===== config.mk =====
export PLATFORM = sky130hd
export DESIGN_NAME = gbt_rx_link
export DESIGN_NICKNAME = d
export VERILOG_FILES = /design/src/rtl/gbt_link_pkg.sv /design/src/rtl/reset_sync_n.sv /design/src/rtl/gbt_rx_link.sv
export SDC_FILE = /design/constraint.sdc
export NUM_CORES = 1
export LEC_CHECK = 0
export CORE_ASPECT_RATIO = 1.5
export CORE_MARGIN = 4
export CORE_UTILIZATION = 45
export DETAILED_ROUTE_END_ITERATION = 16
export HOLD_SLACK_MARGIN = 0.05
export PLACE_DENSITY_LB_ADDON = 0.25
export REMOVE_ABC_BUFFERS = 1
export SYNTH_ARGS = -nofsm -noshare
export SYNTH_HDL_FRONTEND = slang
export SYNTH_SLANG_ARGS = --single-unit

===== constraint.sdc =====
create_clock -name ttc_clk_40_i -period 2.6 [get_ports ttc_clk_40_i]
set_input_delay 0.78 -clock ttc_clk_40_i [delete_from_list [all_inputs] [get_ports ttc_clk_40_i]]
set_output_delay 0.78 -clock ttc_clk_40_i [all_outputs]
set_load 0.02 [all_outputs]

===== src/rtl/gbt_link_pkg.sv =====
// Shared definitions for the GBT slow-control link (RX decoder and TX packer).
package gbt_link_pkg;

    // Default payload of the packet trailer frame
    localparam logic [11:0] FRAME_END_DEFAULT = 12'hABC;

    // Default payload[11:8] tag that marks a start frame
    localparam logic [3:0]  START_TAG_DEFAULT = 4'hC;

    // Frame field positions inside a 16-bit GBT e-link word
    localparam int TTC_MSB     = 15;
    localparam int TTC_LSB     = 12;
    localparam int PAYLOAD_MSB = 11;
    localparam int PAYLOAD_LSB = 0;
    localparam int PAYLOAD_W   = PAYLOAD_MSB - PAYLOAD_LSB + 1;

    // Packet framing states, one frame per state
    typedef enum logic [1:0] {
        IDLE  = 2'd0,
        D1    = 2'd1,
        D2    = 2'd2,
        TRAIL = 2'd3
    } link_state_e;

    // True when a payload carries the start tag in its top nibble
    function automatic logic is_start_frame(input logic [PAYLOAD_W-1:0] payload,
                                            input logic [3:0]           tag);
        return payload[11:8] == tag;
    endfunction

endpackage


===== src/rtl/reset_sync_n.sv =====
// Active-low reset synchroniser: asserts asynchronously, releases after two clock edges.
module reset_sync_n (
    input  logic clk_i,
    input  logic rst_n_i,
    output logic rst_n_o
);

    logic [1:0] sync_q;
    logic [1:0] sync_d;

    // Shift a constant one through the chain so release lines up with the clock
    always_comb begin
        sync_d = {sync_q[0], 1'b1};
    end

    // Chain clears immediately whenever the raw reset is asserted
    always_ff @(posedge clk_i or negedge rst_n_i) begin
        if (!rst_n_i) begin
            sync_q <= 2'b00;
        end else begin
            sync_q <= sync_d;
        end
    end

    assign rst_n_o = sync_q[1];

endmodule


===== src/rtl/gbt_rx_link.sv =====
// Receive-side GBT link decoder: reassembles 4-frame slow-control packets into 32-bit requests.
module gbt_rx_link
    import gbt_link_pkg::*;
#(
    parameter logic [11:0] FRAME_END = FRAME_END_DEFAULT,
    parameter logic [3:0]  START_TAG = START_TAG_DEFAULT
) (
    input  logic        ttc_clk_40_i,
    input  logic        reset_n_i,
    input  logic [15:0] gbt_rx_data_i,
    output logic        req_en_o,
    output logic [31:0] req_data_o
);

    logic                 rst_n;
    logic [PAYLOAD_W-1:0] payload;
    logic                 unused_ttc;

    link_state_e          state_q, state_d;
    logic [31:0]          shadow_q, shadow_d;
    logic                 req_en_q, req_en_d;
    logic [31:0]          req_data_q, req_data_d;

    reset_sync_n u_reset_sync (
        .clk_i   (ttc_clk_40_i),
        .rst_n_i (reset_n_i),
        .rst_n_o (rst_n)
    );

    assign payload    = gbt_rx_data_i[PAYLOAD_MSB:PAYLOAD_LSB];
    assign unused_ttc = ^gbt_rx_data_i[TTC_MSB:TTC_LSB];

    // Framing FSM; a failed trailer is re-examined as a possible start frame
    always_comb begin
        state_d    = state_q;
        shadow_d   = shadow_q;
        req_en_d   = 1'b0;
        req_data_d = req_data_q;
        unique case (state_q)
            IDLE: begin
                if (is_start_frame(payload, START_TAG)) begin
                    shadow_d[31:24] = payload[7:0];
                    state_d         = D1;
                end
            end
            D1: begin
                shadow_d[23:12] = payload;
                state_d         = D2;
            end
            D2: begin
                shadow_d[11:0] = payload;
                state_d        = TRAIL;
            end
            TRAIL: begin
                if (payload == FRAME_END) begin
                    req_en_d   = 1'b1;
                    req_data_d = shadow_q;
                    state_d    = IDLE;
                end else if (is_start_frame(payload, START_TAG)) begin
                    shadow_d[31:24] = payload[7:0];
                    state_d         = D1;
                end else begin
                    state_d = IDLE;
                end
            end
            default: begin
                state_d = IDLE;
            end
        endcase
    end

    // State, shadow and output registers; reset discards any partial packet
    always_ff @(posedge ttc_clk_40_i or negedge rst_n) begin
        if (!rst_n) begin
            state_q    <= IDLE;
            shadow_q   <= 32'h0;
            req_en_q   <= 1'b0;
            req_data_q <= 32'h0;
        end else begin
            state_q    <= state_d;
            shadow_q   <= shadow_d;
            req_en_q   <= req_en_d;
            req_data_q <= req_data_d;
        end
    end

    assign req_en_o   = req_en_q;
    assign req_data_o = req_data_q;

endmodule


# After elaboration in Yosys (flattened, before gate mapping)

Cells that the tools add are included.
W data, S select, Z words.

Output and inout port bits: 33
Register bits: 69
Bits of input ports: 18

Equality and inequality tests: 7
Reductions and logical operators: 4
Multiplexer cells: 9

Operators with widths:

| kind                   | number |
|---|---|
| $mux W8                | 2 |
| $pmux W8 S2            | 1 |
| $eq A12 B12 Y1 const B | 1 |
| $pmux W2 S4            | 1 |
| $eq A2 B2 Y1 const B   | 2 |
| $eq A4 B4 Y1 const B   | 1 |
| $mux W1                | 4 |
| $ne A2 B2 Y1 const B   | 2 |
| $reduce_and A2 Y1      | 2 |
| $eq A2 B1 Y1 const B   | 1 |
| $logic_not A2 Y1       | 1 |
| $mux W2                | 1 |
| $reduce_bool A2 Y1     | 1 |

# Longest topological paths before layout

Gate-level depths: netlist of the first run.

Word-level depth: 4
Gate-level depth with buffers: 5

# Hierarchy

A second synthesis of the first run with hierarchy kept.

Cells, all modules: 165
Area total of the unflattened synthesis: 2708.8 sq um

Modules (own cells, without submodules):

| module       | cells each | times used | area an instance (sq um) |
|---|---|---|---|
| gbt_rx_link  | 162        | 1          | 2655.0 |
| reset_sync_n | 3          | 1          | 53.8 |

# Worst setup path before layout of the first run

OpenSTA, ideal clock, no wires.

Kind: in2reg
Start: input port gbt_rx_data_i[10]
End: register req_data_q[10], in the netlist req_data_o[10]
Required time: 2475 ps
Path slack: 353 ps
Path buffers: 1
Arrival: 2122 ps
Stages on the path: 4
Path through: or4b_4 -> nor4_4 -> buf_6 -> mux2_2

Word-level cells in the longest chain between the ends: 2

Ends and longest elaborated chain:

| what                               | line              | source |
|---|---|---|
| start: declaration                 | gbt_rx_link.sv:10 | `input logic [15:0] gbt_rx_data_i,` |
| $eq A12 B12 Y1                     | gbt_rx_link.sv:55 | `if (payload == FRAME_END) begin` |
| $reduce_and A2 Y1 (no source line) | -                 |  |
| end signal: assignment             | gbt_rx_link.sv:83 | `req_data_q <= req_data_d;` |
| end: declaration                   | gbt_rx_link.sv:22 | `logic [31:0] req_data_q, req_data_d;` |

Every way passes these cells.
A chain may end at the register's enable or synchronous reset.

# Final worst setup path of the first run

Start: input port gbt_rx_data_i[10]
End: register req_data_q[26], in the netlist req_data_o[26]

The elaborated chain is that of the path after synthesis.

==> results of run 1 <==
[state kept, by name, indices dropped and copies added (netlist names)]
| signal | cells |
|---|---|
| u_reset_sync.sync_q | 2 |
| shadow_q | 32 |
| state_q | 2 |
| req_data_o | 32 |
| req_en_o | 1 |
[kinds of logic after synthesis]
group / count (synthesis) / synth area share, %
DFF: 69 / 63.7
muxes: 65 / 27.0
and+or+nand+nor: 12 / 3.60
buffers and inverters: 9 / 2.22
adders and majority gates: 5 / 2.31
AOI/OAI and AO/OA: 4 / 1.02
other: 1 / 0.138
[worst paths after layout]
path / start / endpoint / slack (ns) / depth (start not counted)
worst max-delay path: gbt_rx_data_i[10] / req_data_o[26] / 0.12 / 5
worst min-delay path: u_reset_sync.sync_q[1] / shadow_q[26] / 0.30 / 0
worst max register to register: state_q[0] / req_data_o[26] / 0.71 / 5
worst min register to register: u_reset_sync.sync_q[1] / shadow_q[26] / 0.30 / 0
max in group asynchronous: u_reset_sync.sync_q[1] / req_data_o[0] / 1.59 / 1
min in group ttc_clk_40_i: u_reset_sync.sync_q[0] / u_reset_sync.sync_q[1] / 0.35 / 0
[cell type report]
class	instances	area, um^2
flip-flops and latches	69	1730
inverters	3	11.3
well taps	72	90.1
clock inverters	3	65.1
clock buffers	13	179
multi-input cells	87	922
repair buffers	57	543
fillers	454	2290
[Yosys cell counts]
library cell / n
inv_1: 3
nor4bb_1: 1
o21ai_0: 1
dfrtp_1: 69
ha_1: 5
or4_1: 1
buf_4: 1
a211oi_1: 1
nor3_1: 3
buf_1: 2
mux2_2: 62
o31ai_1: 1
nand2b_1: 2
buf_6: 3
mux2_1: 2
or4b_4: 1
o21a_1: 1
nand3b_1: 1
nand4_1: 1
conb_1: 1
nor2_1: 1
mux2i_1: 1
nor4_4: 1
[power by group]
part	internal (mW)	total [mW]	leakage, nW	switching, mW
Sequential	1.36	1.52	0.887	0.166
Clock	0.643	1.02	0.126	0.377
Combinational	0.375	0.647	0.607	0.272
Total	2.37	3.19	1.62	0.816
[layer usage]
metal  vias up  share of wire [%]  GRT usage [%]
li1        708                  -              -
met1       785                 38           17.8
met2        41                 55           29.6
met3         9                4.6           5.46
met4         0                2.0           8.10
met5         -                  0              0
[through the flow]
stage | std cells | power [mW]
6_report | 304 | 3.19
3_3_place_gp | 288 | 2.12
3_5_place_dp | 288 | 2.20
5_1_grt | 304 | 3.36
4_1_cts | 304 | 3.24
2_1_floorplan | 159 | 1.97
==> summary.md, run 1 <==
| Metric | Value |
|---|---|
| Setup TNS | `0 ns` |
| Drt pass-1 iters | `4` |
| Die X | `71.4 um` |
| Die area | `7350 um^2` |
| Top cell type's share of synthesized area | `63.7%` |
| Yosys warning count | `0` |
| Initial drt markers | `77` |
| Total GRT Usage | `16.7%` |
| Post-CTS Setup Bufs | `0` |
| Clock sink total | `69` |
| First-pass GRT wire length | `9020 um` |
| Post-synthesis cell area | `2710 um^2` |
| Post-detailed-placement half-perimeter wirelength | `3980 um` |
| Via count of the first global-routing pass | `1783` |
| CP Launch Type | `input port` |
| Largest net degree at the start of global routing | `32` |
| Drc violations | `0` |
| Worst-path maximum fanout | `16` |
| Post_cts resized | `0` |
| Port Buffers | `46` |
| Synth Register Bits | `69` |
| Setup WS post-layout | `0.123 ns` |
| Commonest non-fill, non-tap cell in the layout | `dfrtp_1` |
| Placed inst area | `3290 um^2` |
| Routed Antenna Nets | `0` |
| Seq/Total Area, Yosys | `63.7%` |
| Worst-path cell chain | `clkdlybuf4s50_1 > or4b_4 > nor4_4 > buf_4 > mux2_2` |
| Remaining global-route overflow | `0` |
| Fin. max-slew vios | `0` |
| Worst VDD drop | `0.832 mV` |
| Rows | `34` |
| Top Ports | `51` |
| H-tree depth | `3` |
| Final Util | `60.7%` |
| Min Tclk post-route | `2.48 ns` |
| PD cells | `901 nW/um^2` |
| RSZ-0062 raised after global routing | `no` |
| Final critical-path share of the clock period | `95.3%` |
| Clock skew | `0.00904 ns` |
| Antenna fix cells | `0` |
| CP max-delay cell | `or4b_4` |
| Final setup fails | `0` |
| P_leak | `1.62 nW` |
| Critical path's largest stage delay | `0.58 ns` |
| Crit end category | `register` |
| Peak Freq | `404 MHz` |
| Layout cells sized above 1 | `39.7%` |
| Via density | `5.08` |
| Clk buf depth | `2` |
| Status | `complete, no violations` |
| Critical Path RT | `2.82 ns` |
| CP top delay family | `buffers and inverters` |
| Antenna violations before repair | `0` |
| Mapped Cells | `165` |
| Final wirelength | `5510 um` |
| Max-cap viol count | `0` |
| CORE AREA | `5830 um^2` |
| Die height | `103 um` |
| Crit Path Class | `input port to register` |
| Setup WS pre-CTS | `-0.240 ns` |
| Syn-to-layout area delta | `30.6%` |
| DR WL/cell | `18.1 um` |
| Synthesized area per cell | `16.4 um^2` |
| Area leader, netlist | `dfrtp_1` |
| Worst Max-Slew Pin Slew | `0.684 ns` |
| Hold crit path type | `register to asynchronous set/reset pin` |
| Initial Util | `46.5%` |
| Post-route cell area | `3540 um^2` |
| Inserted Clock Buffers | `9` |
| Post-synth cell types | `23` |
| Final nets | `250` |
| CTS clk-pin slew, worst paths | `0.07 ns` |
| Clock Latency Late Sink | `0.35 ns` |
| CTS Hold Bufs | `0` |
| Dominant cells by area after synthesis | `dfrtp_1 (64%), mux2_2 (26%), ha_1 (2.3%)` |
| Buf/Inv on CP | `2` |
| Slew HR | `54.4%` |
| RePlAce Congestion | `0.718` |
| Hold_ws | `0.304 ns` |
| Most frequent cells in the layout | `dfrtp_1 (68), mux2_2 (62), clkdlybuf4s50_1 (46), clkbuf_8 (13), buf_4 (11)` |
| CTS tree | `yes` |
| Arr. time, crit path | `2.70 ns` |
| Final Hold Vio Count | `0` |
| Clk root buf | `clkbuf_8` |
| Total number of vias | `1543` |
Power figures use the tool's default switching activity.
==> run 2: changes to the inputs <==
Settings changed: GPL_TIMING_DRIVEN set to 0.
==> summary.md, run 2 (synthesis results as in run 1) <==
| Metric | Value |
|---|---|
| Status | `complete, no violations` |
| Max-cap viol count | `0` |
| Antenna violations before repair | `0` |
| Via count of the first global-routing pass | `1677` |
| DR WL/cell | `17.2 um` |
| Die X | `71.4 um` |
| CTS tree | `yes` |
| Layout cells sized above 1 | `37.9%` |
| Worst-path maximum fanout | `13` |
| Drc violations | `0` |
| Initial drt markers | `44` |
| Final wirelength | `5140 um` |
| Clk root buf | `clkbuf_8` |
| Final setup fails | `0` |
| Drt pass-1 iters | `4` |
| First-pass GRT wire length | `8570 um` |
| Reg-to-reg setup timing slack | `0.80 ns` |
| RSZ-0062 raised after global routing | `no` |
| Crit Path Class | `input port to register` |
| Top sig layer | `met4` |
| Remaining global-route overflow | `0` |
| CTS clk-pin slew, worst paths | `0.07 ns` |
| Hold_ws | `0.337 ns` |
| Die area | `7350 um^2` |
| Port Buffers | `46` |
| Fin. max-slew vios | `0` |
| H-tree depth | `3` |
| Top Ports | `51` |
| FF-to-FF End | `req_data_o[21]` |
| FF-to-FF Start | `state_q[0]` |
| Hold crit path type | `register to asynchronous set/reset pin` |
| Fillers | `452` |
| CP Launch Type | `input port` |
| Routed Antenna Nets | `0` |
| Worst Max-Slew Pin Slew | `0.736 ns` |
| Final Power | `3.06 mW` |
| Post-detailed-placement half-perimeter wirelength | `3720 um` |
| Total number of vias | `1517` |
| Crit end category | `register` |
| Peak Freq | `394 MHz` |
| Antenna fix cells | `0` |
| Slew HR | `50.9%` |
| CORE AREA | `5830 um^2` |
| Inserted Clock Buffers | `9` |
| Clock Latency Late Sink | `0.33 ns` |
| Worst VDD drop | `0.540 mV` |
| Placed Cells | `280` |
| Clock sink total | `69` |
| Arr. time, crit path | `2.76 ns` |
| RePlAce Congestion | `0.694` |
| Routed wl met3 | `228 um` |
| Non-Filler Instances | `299` |
| Via density | `5.07` |
| Met2 routed WL | `2750 um` |
| Die height | `103 um` |
| Wl on met1 | `2090 um` |
| Final critical-path share of the clock period | `97.7%` |
| Largest net degree at the start of global routing | `35` |
| Clk buf depth | `2` |
| Final nets | `245` |
| Min Tclk post-route | `2.54 ns` |
| Rows | `34` |
| PD cells | `874 nW/um^2` |
| Final Util | `60.0%` |
| Initial Util | `46.5%` |
| Commonest non-fill, non-tap cell in the layout | `dfrtp_1` |
| Syn-to-layout area delta | `29.2%` |
| R2R cell count | `6` |
| Clock skew | `0.00555 ns` |
| Most frequent cells in the layout | `dfrtp_1 (68), mux2_2 (62), clkdlybuf4s50_1 (45), clkbuf_8 (9), ha_1 (5)` |
| Total GRT Usage | `15.7%` |
| Critical Path RT | `2.81 ns` |
| Final Hold Vio Count | `0` |
| P_leak | `1.60 nW` |
-- run 2: worst max path at each step --
stage,start,endpoint,slack [ns],depth (start not counted)
floorplan,gbt_rx_data_i[10],req_data_o[0],-0.31,3
global placement,gbt_rx_data_i[10],req_data_o[29],-1.30,4
detailed placement,gbt_rx_data_i[10],req_data_o[29],-0.62,6
CTS,gbt_rx_data_i[10],req_data_o[29],0.03,6
global route,gbt_rx_data_i[11],shadow_q[29],0.0005,4
finish,gbt_rx_data_i[1],req_data_o[21],0.06,6
-- run 2: timing repair --
action | 4_1_cts | 5_1_grt
setup endpoints to repair | 34 | 10
buffers inserted | 3 | 0
pin swaps | 1 | 0
hold buffers | 0 | 0
gates resized for setup | 1 | 1
-- run 2: where the power goes --
group	switching, mW	internal (mW)	total, mW
clock	0.368	0.536	0.904
combinational	0.269	0.371	0.639
sequential	0.159	1.36	1.51
total	0.795	2.26	3.06
-- run 2: per-layer routing --
layer / GRT usage [%] / vias up
li1: - / 698
met2: 26.8 / 34
met5: 0 / -
met3: 5.85 / 7
met4: 5.64 / 0
met1: 18.1 / 778
-- run 2: critical path, cell delays in order --
cell	delay (ns)
clkdlybuf4s50_1	0.49
or4b_4	0.56
nor4_4	0.28
buf_8	0.15
buf_8	0.15
mux2_2	0.35
-- run 2: metrics by stage --
| stage | area, um^2 | worst slack (ns) | TNS, ns |
|---|---|---|---|
| global route | 3500 | 0.000464 | 0 |
| finish | 3500 | 0.0597 | 0 |
| global placement | 3210 | -1.30 | -44.24 |
| floorplan | 2660 | -0.314 | -9.96 |
| detailed placement | 3260 | -0.623 | -18.23 |
| CTS | 3500 | 0.0257 | 0 |
-- run 2: area by class of cell --
type                            instances  area [um^2]  area share (%)
Multi-Input combinational cell         87          928            26.5
Sequential cell                        69         1730            49.4
Clock buffer                           11          131            3.75
Inverter                                3         11.3           0.322
Clock inverter                          5         75.1            2.15
Tap cell                               72         90.1            2.57
Timing Repair Buffer                   52          536            15.3
==> run 3: changes to the inputs <==
Settings changed: CAP_MARGIN set to 5, HOLD_SLACK_MARGIN 0.05 to not set.
Clock period 2.6 ns to 3.2 ns, I/O delays scaled along.
==> summary.md, run 3 (synthesis results as in run 1) <==
| Metric | Value |
|---|---|
| Clk root buf | `clkbuf_8` |
| Final Util | `59.5%` |
| Arr. time, crit path | `3.25 ns` |
| Placed inst area | `3260 um^2` |
| Port Buffers | `46` |
| Clock skew | `0.00510 ns` |
| Rows | `34` |
| PD cells | `715 nW/um^2` |
| Routed Antenna Nets | `0` |
| R2R cell count | `6` |
| Clock sink total | `69` |
| Post_cts resized | `0` |
| Non-Filler Instances | `296` |
| Post-detailed-placement half-perimeter wirelength | `3720 um` |
| H-tree depth | `3` |
| Antenna violations before repair | `0` |
| Top Ports | `51` |
| Die X | `71.4 um` |
| Worst VDD drop | `0.438 mV` |
| P_leak | `1.57 nW` |
| DR WL/cell | `17.3 um` |
| Peak Freq | `329 MHz` |
| CTS tree | `yes` |
| Syn-to-layout area delta | `28.0%` |
| CTS Hold Bufs | `0` |
| Final critical-path share of the clock period | `94.9%` |
| Crit end category | `register` |
| Status | `complete, no violations` |
| Final Hold Vio Count | `0` |
| Worst-path maximum fanout | `14` |
| CTS clk-pin slew, worst paths | `0.07 ns` |
| Via density | `5.15` |
| Total number of vias | `1525` |
| Most frequent cells in the layout | `dfrtp_1 (68), mux2_2 (62), clkdlybuf4s50_1 (46), clkbuf_8 (9), ha_1 (5)` |
| Drt pass-1 iters | `4` |
| Fillers | `457` |
| Placed Cells | `280` |
| Antenna fix cells | `0` |
| Seq pwr share | `49.6%` |
| Critical Path RT | `3.41 ns` |
| FF-to-FF End | `req_data_o[21]` |
| Max-cap viol count | `0` |
| Inserted Clock Buffers | `9` |
| Die area | `7350 um^2` |
| Worst Max-Slew Pin Slew | `0.776 ns` |
| Reg-to-reg setup timing slack | `0.97 ns` |
| Total GRT Usage | `15.6%` |
| Post-CTS Setup Bufs | `0` |
| Min Tclk post-route | `3.04 ns` |
| Gate power share | `20.9%` |
| Final setup fails | `0` |
| Drc violations | `0` |
| RSZ-0062 raised after global routing | `no` |
| CORE AREA | `5830 um^2` |
| First-pass GRT wire length | `8460 um` |
| Slew HR | `47.6%` |
| Hold crit path type | `register to asynchronous set/reset pin` |
| Final nets | `242` |
| Net Sw Power | `644 uW` |
| Sw Share | `26.0%` |
| Final wirelength | `5110 um` |
| Largest net degree at the start of global routing | `35` |
| Clock Latency Late Sink | `0.33 ns` |
| Die height | `103 um` |
| RePlAce Congestion | `0.694` |
| Post-route cell area | `3470 um^2` |
| CP Launch Type | `input port` |
| FF-to-FF Start | `state_q[0]` |
| Clk buf depth | `2` |
| Fin. max-slew vios | `0` |
| Commonest non-fill, non-tap cell in the layout | `dfrtp_1` |
| Cell Int Power | `1.84 mW` |
| Layout cells sized above 1 | `36.6%` |
| Initial Util | `46.5%` |
| Initial drt markers | `32` |
| Crit Path Class | `input port to register` |
| Via count of the first global-routing pass | `1660` |
| Clock share of power | `29.6%` |
| Remaining global-route overflow | `0` |
==> run 3: per-stage QoR <==
step           worst slack (ns)  TNS, ns  hold slack, ns  power [mW]
2_1_floorplan             0.106        0           0.331        1.60
3_5_place_dp             -0.203    -2.53           0.359        1.78
5_1_grt                  0.0902        0           0.397        2.61
3_3_place_gp             -0.875   -27.85           0.338        1.71
4_1_cts                   0.157        0           0.370        2.51
6_report                  0.163        0           0.337        2.48
==> run 3: cell type report <==
class / count / area [um^2] / share of cell area (%)
inverter: 3 / 11.3 / 0.325
clock inverter: 5 / 75.1 / 2.16
timing repair buffer: 49 / 510 / 14.7
tap: 72 / 90.1 / 2.60
clock buffer: 11 / 131 / 3.79
multi-input combinational: 87 / 922 / 26.6
sequential: 69 / 1730 / 49.8
==> run 3: power groups by stage <==
stage | sequential, mW | combinational [mW] | clock [mW]
2_1_floorplan | 1.21 | 0.398 | 0
3_3_place_gp | 1.23 | 0.479 | 0
3_5_place_dp | 1.25 | 0.527 | 0
4_1_cts | 1.23 | 0.529 | 0.749
5_1_grt | 1.26 | 0.563 | 0.795
6_report | 1.23 | 0.517 | 0.734
==> run 3: worst max-delay path, stage by stage <==
cell	delay [ns]
clkdlybuf4s50_1	0.50
or4b_4	0.58
nor4_4	0.44
buf_8	0.24
buf_8	0.17
mux2_2	0.35
==> run 3: how the worst max path moves through the flow <==
stage / start / to / slack, ns / cells after the start
floorplan: gbt_rx_data_i[10] / req_data_o[0] / 0.11 / 3
global placement: gbt_rx_data_i[10] / req_data_o[29] / -0.88 / 4
detailed placement: gbt_rx_data_i[10] / req_data_o[29] / -0.20 / 6
CTS: gbt_rx_data_i[10] / req_data_o[29] / 0.16 / 6
global route: gbt_rx_data_i[10] / req_data_o[29] / 0.09 / 6
finish: gbt_rx_data_i[10] / req_data_o[21] / 0.16 / 6
==> run 3: layer usage <==
metal	vias to the layer above	track usage, %	share of wire [%]
met2	33	26.4	53
met4	0	5.64	1.3
met3	6	5.85	4.3
met5	-	0	0
li1	694	-	-
met1	792	17.9	41
